==> src/rtl/mux_scan_n.sv <==
// Registered N:1 channel multiplexer with manual select or masked round-robin scan.
// The selected word is held in an output register and released with a valid/ready handshake.
module mux_scan_n #(
    parameter int WIDTH    = 1,
    parameter int CHANNELS = 16,
    parameter int SEL_W    = 4
) (
    input  logic                      clk,
    input  logic                      rst,
    input  logic                      en,
    input  logic                      mode,
    input  logic [SEL_W-1:0]          sel_in,
    input  logic [CHANNELS-1:0]       mask,
    input  logic [CHANNELS*WIDTH-1:0] din,
    input  logic                      out_ready,
    output logic [WIDTH-1:0]          dout,
    output logic [SEL_W-1:0]          dout_ch,
    output logic                      out_valid,
    output logic                      sel_err
);

    localparam logic [SEL_W:0]   CH_LIM  = (SEL_W+1)'(CHANNELS);
    localparam logic [SEL_W-1:0] PTR_RST = SEL_W'(CHANNELS - 1);

    logic [WIDTH-1:0] dout_q,      dout_d;
    logic [SEL_W-1:0] dout_ch_q,   dout_ch_d;
    logic             out_valid_q, out_valid_d;
    logic             sel_err_q,   sel_err_d;
    logic [SEL_W-1:0] ptr_q,       ptr_d;

    logic             scan_found;
    logic [SEL_W-1:0] scan_idx;
    logic [SEL_W:0]   cand;
    logic             manual_ok;
    logic             stage_free;
    logic             target_ok;
    logic [SEL_W-1:0] target;
    logic             capture;

    // Search upward from ptr+1 with wrap; ptr itself is the last candidate.
    always_comb begin
        scan_found = 1'b0;
        scan_idx   = '0;
        cand       = '0;
        for (int i = 1; i <= CHANNELS; i++) begin
            cand = {1'b0, ptr_q} + (SEL_W+1)'(i);
            if (cand >= CH_LIM) begin
                cand = cand - CH_LIM;
            end
            if (!scan_found && mask[cand[SEL_W-1:0]]) begin
                scan_found = 1'b1;
                scan_idx   = cand[SEL_W-1:0];
            end
        end
    end

    // NOTE: every signal gets a default at the top of the block so no path leaves it unassigned (no latch).
    always_comb begin
        manual_ok   = ({1'b0, sel_in} < CH_LIM);
        stage_free  = !out_valid_q || out_ready;
        target      = mode ? scan_idx : sel_in;
        target_ok   = mode ? scan_found : manual_ok;
        capture     = en && stage_free && target_ok;

        dout_d      = dout_q;
        dout_ch_d   = dout_ch_q;
        out_valid_d = out_valid_q;
        ptr_d       = ptr_q;
        sel_err_d   = en && stage_free && !mode && !manual_ok;

        if (capture) begin
            dout_d      = din[target*WIDTH +: WIDTH];
            dout_ch_d   = target;
            out_valid_d = 1'b1;
            ptr_d       = target;
        end else if (out_ready) begin
            out_valid_d = 1'b0;
        end
    end

    // NOTE: sequential state uses non-blocking assignments so all flops update together at the edge.
    always_ff @(posedge clk or posedge rst) begin
        if (rst) begin
            dout_q      <= '0;
            dout_ch_q   <= '0;
            out_valid_q <= 1'b0;
            sel_err_q   <= 1'b0;
            ptr_q       <= PTR_RST;
        end else begin
            dout_q      <= dout_d;
            dout_ch_q   <= dout_ch_d;
            out_valid_q <= out_valid_d;
            sel_err_q   <= sel_err_d;
            ptr_q       <= ptr_d;
        end
    end

    assign dout      = dout_q;
    assign dout_ch   = dout_ch_q;
    assign out_valid = out_valid_q;
    assign sel_err   = sel_err_q;

endmodule
==> config.mk <==
export PLATFORM = sky130hd
export DESIGN_NAME = mux_scan_n
export DESIGN_NICKNAME = d
export VERILOG_FILES = /design/src/rtl/mux_scan_n.sv
export SDC_FILE = /design/constraint.sdc
export NUM_CORES = 1
export LEC_CHECK = 0
export BUFFER_PORTS_ARGS = -buffer_cell sky130_fd_sc_hd__buf_4
export CAP_MARGIN = 15
export CORE_UTILIZATION = 55
export DETAILED_ROUTE_END_ITERATION = 16
export PLACE_DENSITY = 0.78
export SLEW_MARGIN = 10
export SYNTH_ARGS = -nofsm -noshare
export SYNTH_HDL_FRONTEND = slang
export SYNTH_SLANG_ARGS = --single-unit
export TNS_END_PERCENT = 1
==> constraint.sdc <==
create_clock -name clk -period 16.15 [get_ports clk]
set_input_delay 3.23 -clock clk [delete_from_list [all_inputs] [get_ports clk]]
set_output_delay 3.23 -clock clk [all_outputs]
set_load 0.01 [all_outputs]
==> results.cfg <==
[status]
status = complete, no violations

[finish]
diodes = 0
num-nets-final = 422
synthToLayoutAreaGrowth_pct = 11.7
layout_commonest_cell = buf_4
final_cells = 441
most-common-layout-cells = 46 x buf_4, 31 x mux4_2, 30 x nand2_1, 26 x mux2i_1, 23 x nor2_1
nFillCells = 422
drive_above_1_share = 0.307

[timing]
rsz0062_at_grt = false
report.final.slew_viol_count = 0
fin_skew_ns = 0.00299
tightest_slew_ns = 1.11
fin_crit_sh = 0.417
layout_setup_ws_ns = 9.42
fin_crit_ns = 6.73
timing.setup.tns_ns = 0
fmax_mhz = 149
slew_headroom = 0.260
hold_viol_final = 0
final-setup-viol-count = 0

[global_routing]
grt_pass1_vias = 2952
grt_max_degree = 30
grt_pass1_wl_mm = 15.2
globalRoute.totalOverflow = 0
gr-usage-all-layers = 0.327
antenna_found_initial = 0

[critical_path]
critPathLaunchType = primary input
worst_path_largest_cell_delay_ns = 0.55
cp_top_family = compound AO/OA/AOI/OAI gates
crit_chain = buf_4, mux4_2, mux2_2, a211o_1, nand4bb_1, nor3_4, nand3_1, o311ai_4, mux2_4, o2111a_1, a31oi_1, nand4_1
cp.arrival_ns = 6.85
worst_setup_path_end_kind = register
critPathSlowestCell = mux4_2
cp_data_required_time_ns = 16.26
critPathMaxFanout = 8
worstPathBufferInverterCount = 1
crit_type = primary input to register

[synthesis]
synth_edf_count = 0
yosys.area.top_type = mux4_2
yosysUniqueCellTypes = 71
synth_nets = 391
syn_area_um2 = 3080
synth_top_flop_cell = dfrtp_1
yosys_warnings = 0
ys_ff_latch = 10
async_flop_share = 1.00
ys_seq_area_frac = 0.0829
netlist_instances = 342
syn_area_per_cell_um2 = 9.00
synth_area_leaders = mux4_2 23%, mux2i_1 8.5%, mux2_2 6.6%
synth_top_area_share = 0.227

[routing]
vias = 3092
drt_first_pass_iters = 5
wl_mm = 9.39
ant_nets = 0
drc = 0
dr.first_iter.drc_count = 277
wl_per_cell_um = 21.3
via_per_inst = 7.01

[floorplan]
die_x_um = 76.8
die_h_um = 76.8
die_area_um2 = 5900
ios = 48
start_util = 0.588
rows = 26
core_um2 = 5240

[clock_network]
cts_made_buffers = 3
insertion_delay_ns = 0.24
cts_hold_buf = 0
cts_tree = yes
cts.sinks = 10
clockBufferDepth = 2
postCtsSetupBuffers = 0
cts-root-buf = clkbuf_8
cts.clk_slew.worst_paths_ns = 0.05
cts_resized = 0
htreeDepth = 1

[placement]
gp_congestion = 1.06
dp_slack_ns = 9.19
place_hpwl_mm = 7.26
io_buffers = 46
place_inst = 438

[job]
drv_cap = 0

[hold_path]
hp-class = register to register
==> worst min-delay path, cell delays in order (launching register included) <==
cell	delay (ns)
dfrtp_1	0.35
nand2_1	0.06
nand4_1	0.06
==> through the flow <==
step                utilization  hold slack (ns)  instance area [um2]
finish                    0.656            0.506                 3440
global route              0.656            0.528                 3440
CTS                       0.656            0.501                 3440
detailed placement        0.649            0.484                 3400
global placement          0.649            0.479                 3400
floorplan                     -            0.518                 3080
==> logic make-up after synthesis <==
family	synth area share
AND/OR/NAND/NOR	0.170
adder cells (fa/ha/maj)	0.0325
other	0.00122
XOR/XNOR	0.0370
AO/OA/AOI/OAI	0.215
flip-flops	0.0829
multiplexers	0.405
buffers and inverters	0.0565
==> final cells by class <==
cell class / count / area, um2 / area share
Timing Repair Buffer: 46 / 345 / 0.100
Inverter: 16 / 60.1 / 0.0175
Clock buffer: 3 / 41.3 / 0.0120
Multi-Input combinational cell: 296 / 2650 / 0.770
Sequential cell: 10 / 255 / 0.0742
Tap cell: 70 / 87.6 / 0.0255
==> routing by layer <==
metal  up-vias  track usage  share of wire
li1       1397            -              -
met1      1474        0.445           0.40
met2       190        0.525           0.47
met3        31       0.0440          0.089
met4         0        0.125          0.038
met5         -            0              0
==> cells in the mapped netlist, drive strengths merged, types with 8 or more instances <==
| master | number |
|---|---|
| mux2i | 27 |
| mux2 | 24 |
| a21oi | 18 |
| ha | 8 |
| o21ai | 12 |
| and2 | 8 |
| mux4 | 31 |
| buf | 15 |
| inv | 16 |
| nor2 | 23 |
| nand2 | 30 |
==> worst paths after layout <==
path | start | endpoint | slack [ns] | cells after the start
setup / recovery | mask[13] | dout$_DFFE_PP0P_ | 9.42 | 12
hold reg to reg | dout$_DFFE_PP0P_ | dout$_DFFE_PP0P_ | 0.51 | 2
max in group asynchronous | rst | ptr_q[1]$_DFFE_PP1P_ | 12.89 | 2
hold / removal | dout$_DFFE_PP0P_ | dout$_DFFE_PP0P_ | 0.51 | 2
setup reg to reg | ptr_q[1]$_DFFE_PP1P_ | dout$_DFFE_PP0P_ | 10.12 | 13
min in group asynchronous | rst | out_valid$_DFFE_PP0P_ | 2.96 | 2
==> registers in the layout, summed over array words and instances (netlist names) <==
signal,cells
dout_ch,4
ptr_q,4
dout,1
out_valid,1
Power is left out: the tool's default activity adds up to more than one toggle a clock period on the data nets, which glitch-free logic cannot reach.
